<file path="src/rtl/tnoc_flit_r2r_link.sv">
// Register-to-register NoC link with one FIFO per virtual channel, a round-robin
// output arbiter that holds its grant until the downstream accepts, and a sticky protocol-error flag.
module tnoc_flit_r2r_link #(
   parameter int FLIT_WIDTH = 64,
   parameter int CHANNELS   = 2,
   parameter int DEPTH      = 4
) (
   input  logic                  clk,
   input  logic                  rst_n,
   input  logic [CHANNELS-1:0]   i_valid,
   output logic [CHANNELS-1:0]   o_ready,
   input  logic [FLIT_WIDTH-1:0] i_flit,
   output logic [CHANNELS-1:0]   o_valid,
   input  logic [CHANNELS-1:0]   i_ready,
   output logic [FLIT_WIDTH-1:0] o_flit,
   output logic                  o_protocol_error
);

   localparam int PW = $clog2(DEPTH);
   localparam int CW = PW + 1;
   localparam int VW = (CHANNELS > 1) ? $clog2(CHANNELS) : 1;

   logic [FLIT_WIDTH-1:0] mem_q [CHANNELS][DEPTH];
   logic [PW-1:0]         wr_ptr_q [CHANNELS];
   logic [PW-1:0]         wr_ptr_d [CHANNELS];
   logic [PW-1:0]         rd_ptr_q [CHANNELS];
   logic [PW-1:0]         rd_ptr_d [CHANNELS];
   logic [CW-1:0]         count_q  [CHANNELS];
   logic [CW-1:0]         count_d  [CHANNELS];

   logic [VW-1:0]         rr_q, rr_d;
   logic [VW-1:0]         grant_q, grant_d;
   logic                  lock_q, lock_d;
   logic                  err_q, err_d;

   logic [VW-1:0]         grant;
   logic [VW-1:0]         cand;
   logic                  any_valid;
   logic                  multi_valid;
   logic [CHANNELS-1:0]   push;
   logic [CHANNELS-1:0]   pop;

   // Handshake: a beat moves on a VC exactly when its valid and ready are both 1
   // at a rising edge; o_ready and o_valid come from registered state only.
   always_comb begin
      grant     = grant_q;
      any_valid = 1'b0;
      cand      = '0;
      if (lock_q) begin
         any_valid = 1'b1;
      end else begin
         for (int i = 1; i <= CHANNELS; i++) begin
            cand = VW'((int'(rr_q) + i) % CHANNELS);
            if (!any_valid && (count_q[cand] != '0)) begin
               grant     = cand;
               any_valid = 1'b1;
            end
         end
      end
   end

   always_comb begin
      o_valid = '0;
      if (any_valid) o_valid[grant] = 1'b1;
      o_flit = mem_q[grant][rd_ptr_q[grant]];
   end

   assign multi_valid      = ($countones(i_valid) > 1);
   assign o_protocol_error = err_q;

   always_comb begin
      o_ready = '0;
      push    = '0;
      pop     = '0;
      for (int v = 0; v < CHANNELS; v++) begin
         o_ready[v]  = (count_q[v] < CW'(DEPTH));
         push[v]     = i_valid[v] & o_ready[v] & ~multi_valid;
         pop[v]      = o_valid[v] & i_ready[v];
         wr_ptr_d[v] = wr_ptr_q[v] + PW'(push[v]);
         rd_ptr_d[v] = rd_ptr_q[v] + PW'(pop[v]);
         count_d[v]  = count_q[v] + CW'(push[v]) - CW'(pop[v]);
      end
   end

   // The grant stays locked while the downstream stalls a presented flit.
   always_comb begin
      rr_d    = rr_q;
      grant_d = grant;
      lock_d  = any_valid & ~i_ready[grant];
      err_d   = err_q | multi_valid;
      if (any_valid && i_ready[grant]) rr_d = grant;
   end

   always_ff @(posedge clk) begin
      if (!rst_n) begin
         for (int v = 0; v < CHANNELS; v++) begin
            wr_ptr_q[v] <= '0;
            rd_ptr_q[v] <= '0;
            count_q[v]  <= '0;
         end
         rr_q    <= VW'(CHANNELS - 1);
         grant_q <= '0;
         lock_q  <= 1'b0;
         err_q   <= 1'b0;
      end else begin
         for (int v = 0; v < CHANNELS; v++) begin
            wr_ptr_q[v] <= wr_ptr_d[v];
            rd_ptr_q[v] <= rd_ptr_d[v];
            count_q[v]  <= count_d[v];
         end
         rr_q    <= rr_d;
         grant_q <= grant_d;
         lock_q  <= lock_d;
         err_q   <= err_d;
      end
   end

   // Storage carries no reset; a cleared count makes old entries unreachable.
   always_ff @(posedge clk) begin
      for (int v = 0; v < CHANNELS; v++) begin
         if (rst_n && push[v]) mem_q[v][wr_ptr_q[v]] <= i_flit;
      end
   end

endmodule

</file>
<file path="config.mk">
export PLATFORM = sky130hd
export DESIGN_NAME = tnoc_flit_r2r_link
export DESIGN_NICKNAME = d
export VERILOG_FILES = /design/src/rtl/tnoc_flit_r2r_link.sv
export SDC_FILE = /design/constraint.sdc
export NUM_CORES = 1
export LEC_CHECK = 0
export CORE_AREA = 2 2 189 191
export DETAILED_ROUTE_END_ITERATION = 8
export DIE_AREA = 0 0 191 193
export PLACE_DENSITY = 0.82
export SKIP_LAST_GASP = 1
export SYNTH_ARGS = -nofsm -noshare
export SYNTH_HDL_FRONTEND = slang
export SYNTH_SLANG_ARGS = --single-unit
</file>
<file path="constraint.sdc">
create_clock -name clk -period 12.8 [get_ports clk]
set_clock_uncertainty 0.2 [all_clocks]
set_input_delay 2.56 -clock clk [delete_from_list [all_inputs] [get_ports clk]]
set_output_delay 2.56 -clock clk [all_outputs]
set_load 0.02 [all_outputs]
</file>
Word level (Yosys, flattened, before mapping)

Memories as Yosys holds them, arrays and structs flattened.
Cells that the tools add are included.

Reduce and logical (&&, ||, !) cells: 11
Mux-type cells: 34
Bitwise logic cells: 19
$add $sub $neg: 11
Order comparisons: 10

Operator list:

| kind                  | count |
|---|---|
| $mux W256             | 4 |
| $demux W64 S2         | 2 |
| $mux W64              | 4 |
| $reduce_or A256 Y1    | 1 |
| $bmux W64 S2          | 1 |
| $mux W1               | 15 |
| $mux W2               | 5 |
| $ge A3 B3 Y1 const B  | 3 |
| $not A2 Y3            | 3 |
| $add A2 B1 Y2         | 4 |
| $and A1 B1 Y1         | 7 |
| $logic_and A1 B1 Y1   | 7 |
| $or A1 B1 Y1          | 7 |
| $add A3 B1 Y3         | 2 |
| $lt A3 B1 Y1 const B  | 2 |
| $lt A3 B3 Y1 const B  | 2 |
| $mux W3               | 2 |
| $reduce_bool A3 Y1    | 2 |
| $sub A3 B1 Y3         | 2 |
| $add A1 B1 Y1 const B | 2 |
| $add A1 B1 Y2         | 1 |
| $gt A2 B1 Y1 const B  | 1 |
| $lt A1 B2 Y1 const B  | 1 |
| $not A1 Y1            | 2 |
| 3 further kinds       | 3 |

Input port bits: 70
Output and inout bits: 69
Register bits after elaboration: 4
Memories kept: 4
RAM bits: 526

Memories:

| memory   | words | bits a word | read ports | clocked after Yosys merged registers in | write ports | RTL line | RTL |
|---|---|---|---|---|---|---|---|
| mem_q    | 2     | 256         | 1          | 0                                       | 1           | 23       | `logic [FLIT_WIDTH-1:0] mem_q [CHANNELS][DEPTH];` |
| count_q  | 2     | 3           | 4          | 0                                       | 2           | 28       | `logic [CW-1:0] count_q [CHANNELS];` |
| rd_ptr_q | 2     | 2           | 3          | 0                                       | 2           | 26       | `logic [PW-1:0] rd_ptr_q [CHANNELS];` |
| wr_ptr_q | 2     | 2           | 2          | 0                                       | 2           | 24       | `logic [PW-1:0] wr_ptr_q [CHANNELS];` |

Longest topological paths before layout

An unclocked memory read counts as a cell.

Depth in word-level cells: 17
Gate-level depth with buffers: 14

Least setup slack after synthesis

No wires, ideal clock.

Path type: input-to-reg
Start point: input i_valid[0]
End point: memory mem_q[1][128] (netlist bit), enable pin
Cell stages on the path: 3
Path slack: 4275 ps
Library setup time: 578 ps
Required time: 12022 ps
Arrival: 7747 ps
Path buffers: 0
Cells stage by stage: nor3b_1 > nand2_1 > nor3b_1

Cells in the longest elaborated chain, start to end: 9
Elaborated cells between the ends (all ways): 15

RTL lines:

| item                                           | RTL line | RTL |
|---|---|---|
| from (decl)                                    | 10       | `input logic [CHANNELS-1:0] i_valid,` |
| $add A1 B1 Y2 (implied by the code)            | 68       | `assign multi_valid = ($countones(i_valid) > 1);` |
| $gt A2 B1 Y1                                   | 68       |  |
| $not A1 Y1                                     | 77       | `push[v] = i_valid[v] & o_ready[v] & ~multi_valid;` |
| $and A1 B1 Y1                                  | 77       |  |
| $logic_and A1 B1 Y1                            | 121      | `if (rst_n && push[v]) mem_q[v][wr_ptr_q[v]] <= i_flit;` |
| $mux W1                                        | 121      |  |
| $mux W256 (implied by the code)                | 121      |  |
| $reduce_or A256 Y1 (no line)                   | --       |  |
| $mux W1 (no line) or $mux W256 (tied branches) | --       |  |
| to (decl)                                      | 23       |  |

Parallel ways exist; a longest one is shown, timed or not.

Worst setup path after layout

Start point: register lock_q
End point: output o_flit[3]

Cells in the longest elaborated chain, start to end: 6
Elaborated cells between the ends (all ways): 7

RTL lines:

| item                                           | RTL line | RTL |
|---|---|---|
| from (decl)                                    | 33       | `logic lock_q, lock_d;` |
| from (signal assigned)                         | 113      | `lock_q <= lock_d;` |
| $mux W1 *                                      | 49       | `if (lock_q) begin` |
| $mem_v2 Z2 W2                                  | --       |  |
| $not A2 Y3 (implied by the code)               | 65       | `o_flit = mem_q[grant][rd_ptr_q[grant]];` |
| $bmux W64 S2 *                                 | 65       |  |
| $mux W64 (implied by the code) * (2 in series) | 65       |  |
| to (decl)                                      | 15       | `output logic [FLIT_WIDTH-1:0] o_flit,` |

Every way passes the cells marked *; elsewhere a longest branch is shown, timed or not. The select of a mux whose other input is x is not followed.

==> reports/qor.yml <==
outcome:
  status: "complete, no violations"
synthesis:
  synth-compound-area-share_pct: 9.23
  ys_warn_count: 0
  ys_types: 51
  synth.area.mux_share_pct: 6.01
  synth_edf_count: 512
  synth_nets: 1394
  yosys.area_share.simple_pct: 7.37
  synthCells: 1314
  synthAdderAreaFrac_pct: 0.657
  ys.flop_type: "edfxtp_1"
  syn-cell-area_mm2: 0.0213
  synth_top_family_by_area: "compound AO/OA/AOI/OAI gates"
  ys_seq_area_share_pct: 73.9
  synth.ff_latch_count: 531
  async_reset_ff_share_pct: 0
  synth.avg_cell_area_um2: 16.2
  synthXorXnorAreaFrac_pct: 0.328
sta:
  hold_viol: 0
  setup_tns_ns: 0
  relSlewSlack_pct: 20.2
  setup_viol: 0
  tightest_slew_ns: 1.20
  rsz0062_at_grt: "no"
  fmax_mhz: 130
  slew_viol_final: 0
  period_minus_slack_ns: 7.67
  fin_crit_sh_pct: 59.9
die:
  fp.dieArea_mm2: 0.0369
  design.core.area_mm2: 0.0350
  initial_core_util_pct: 61.0
  ios: 139
  fp.dieH_um: 193
  die_width_um: 191
  rows: 69
setup_path:
  cp_num_buf_inv: 2
  arrival_ns: 4.91
  path_class: "reg -> out"
  slowest_stage: "buf_4"
  worstSetupEndpointType: "output pin"
  path_delay_family: "compound AO/OA/AOI/OAI gates"
  max_stage_delay_ns: 0.95
  critPathLaunchType: "flip-flop"
  cp_max_fo: 65
  required_ns: 10.04
  crit_chain: "o21ai_0, o211ai_2, a21oi_4, buf_4, mux2i_1, a221oi_1, clkdlybuf4s50_1"
routing:
  via_per_inst: 6.56
  dr.pass1.iters: 6
  routedWlPerCell_um: 24.5
  antenna_left: 0
  dr.first_iter.drc_count: 1366
  wl_um: 47100
  num_vias: 12578
  drc: 0
clocking:
  insertion_delay_ns: 0.56
  clk_pin_slew_ns: 0.07
  post_cts.repair.setup_buffers: 0
  cts_tree: "built"
  cts-resized-gates: 0
  htreeDepth: 2
  cts.hold.buffers_added: 0
  cts_buffers: 51
  clock-root-buffer: "clkbuf_16"
  clock_sinks: 531
  clk_path_buf_depth: 3
global_routing:
  grt_max_degree: 99
  grt_pass1_wl_um: 72300
  grtUsageTotal_pct: 25.7
  grt_pass1_vias: 12742
  gr-total-overflow: 0
  antenna_found_initial: 0
power_and_ir_drop:
  total_power_w: 0.00591
  p_leak_nw: 7.57
  ir_drop_uv: 243
  power_density_mw_per_mm2: 239
place:
  hpwlAfterDp_um: 22400
  place.gp.congestion: 0.756
  place_area_mm2: 0.0230
  portBuffers: 138
  placedCellCount: 1825
layout:
  fillers: 2163
  antenna_cells: 0
  final_util_pct: 70.7
  area_growth_pct: 15.8
  seq_area_mm2: 0.0158
  stdcell_area_mm2: 0.0247
  multi_input_area_mm2: 0.00513
  drive_gt1_share_pct: 8.92
  final-instance-count-excl-fill: 1918
  final_nets: 1497
flow_run:
  cap_viol_max_count: 0
min_path:
  hold_class: "reg -> reg"
-- layout by cell type (no fill, tap or decap), types with 3 or more instances in the layout --
| master | n |
|---|---|
| nor2_1 | 14 |
| a2111oi_0 | 64 |
| nor3b_2 | 4 |
| ha_1 | 8 |
| xnor2_1 | 7 |
| clkinv_1 | 14 |
| nand2b_1 | 63 |
| nor4_1 | 64 |
| o21ai_0 | 4 |
| a221oi_1 | 47 |
| clkdlybuf4s50_1 | 138 |
| nand2_1 | 132 |
| and2_1 | 8 |
| a221oi_2 | 16 |
| bufinv_16 | 6 |
| clkbuf_16 | 53 |
| nor3_2 | 3 |
| inv_1 | 12 |
| clkbuf_1 | 9 |
| a32oi_1 | 63 |
| mux2i_1 | 127 |
| edfxtp_1 | 512 |
| buf_4 | 17 |
| clkinv_2 | 8 |
| dfxtp_1 | 17 |
-- stage by stage --
stage	hold WS, ns	setup slack [ns]
3_5_place_dp	0.275	5.74
4_1_cts	0.292	5.14
5_1_grt	0.349	4.85
6_report	0.287	5.13
3_3_place_gp	0.263	5.89
2_1_floorplan	0.324	4.28
-- kinds of logic (layout without fill, tap and decap cells) --
kind of cell             after synthesis  after routing
AND/OR/NAND/NOR                      304            304
AO/OA/AOI/OAI                        214            214
XOR/XNOR                               8              8
flip-flops                           531            531
buffers and inverters                119            262
multiplexers                         128            128
adder cells (fa/ha/maj)               10             10
-- sequential cells by signal (all words and copies together), names as in the netlist, named ones only --
signal	cells
count_q	6
lock_q	1
mem_q	512
wr_ptr_q	4
grant_q	1
rd_ptr_q	4
o_protocol_error	1
rr_q	1
-- layer usage --
layer	global-route usage, %	up-vias	part of all wire [%]
li1	-	5537	-
met2	43.9	646	50
met5	0	-	0
met1	34.2	6301	39
met4	9.33	0	2.5
met3	3.55	94	8.1
-- where the power goes --
part | total, W | switching (W) | internal (W)
Clock | 0.00150 | 0.000621 | 0.000877
Combinational | 0.00240 | 0.00147 | 0.000929
Sequential | 0.00201 | 0.0000458 | 0.00196
-- tightest hold or removal path, cell delays in order, from the launching register on --
cell and delay [ns]:
dfxtp_1 0.34, a21oi_1 0.05, nor2_1 0.07
-- final timing paths --
check | startpoint | slack, ns | endpoint | cells after the start
max | lock_q | 5.13 | o_flit[3] | 7
min | o_protocol_error | 0.29 | o_protocol_error | 2
max reg2reg | count_q[0][1] | 9.40 | count_q[0][2] | 13
min reg2reg | o_protocol_error | 0.29 | o_protocol_error | 2
-- final cells by class --
cell class	count	area share, %
sequential	531	63.8
inverter	14	0.213
clock buffer	62	5.50
multi-input combinational	664	20.8
clock inverter	31	1.27
tap	461	2.33
timing repair buffer	155	6.11
-- cells in the mapped netlist (7+ instances only) --
cell type,count,share of area (%)
mux2i_1,127,6.0
inv_1,12,0.21
buf_2,36,0.84
clkbuf_1,56,0.99
nand2_1,132,2.3
xnor2_1,7,0.29
nor4_1,64,1.9
ha_1,8,0.47
a2111oi_0,64,2.6
a221oi_2,16,1.1
nor2_1,15,0.26
nand2b_1,63,1.8
and2_1,9,0.26
a32oi_1,63,2.6
buf_4,10,0.35
edfxtp_1,512,72
a221oi_1,47,1.9
dfxtp_1,19,1.8
(Power assumes the default switching activity.)
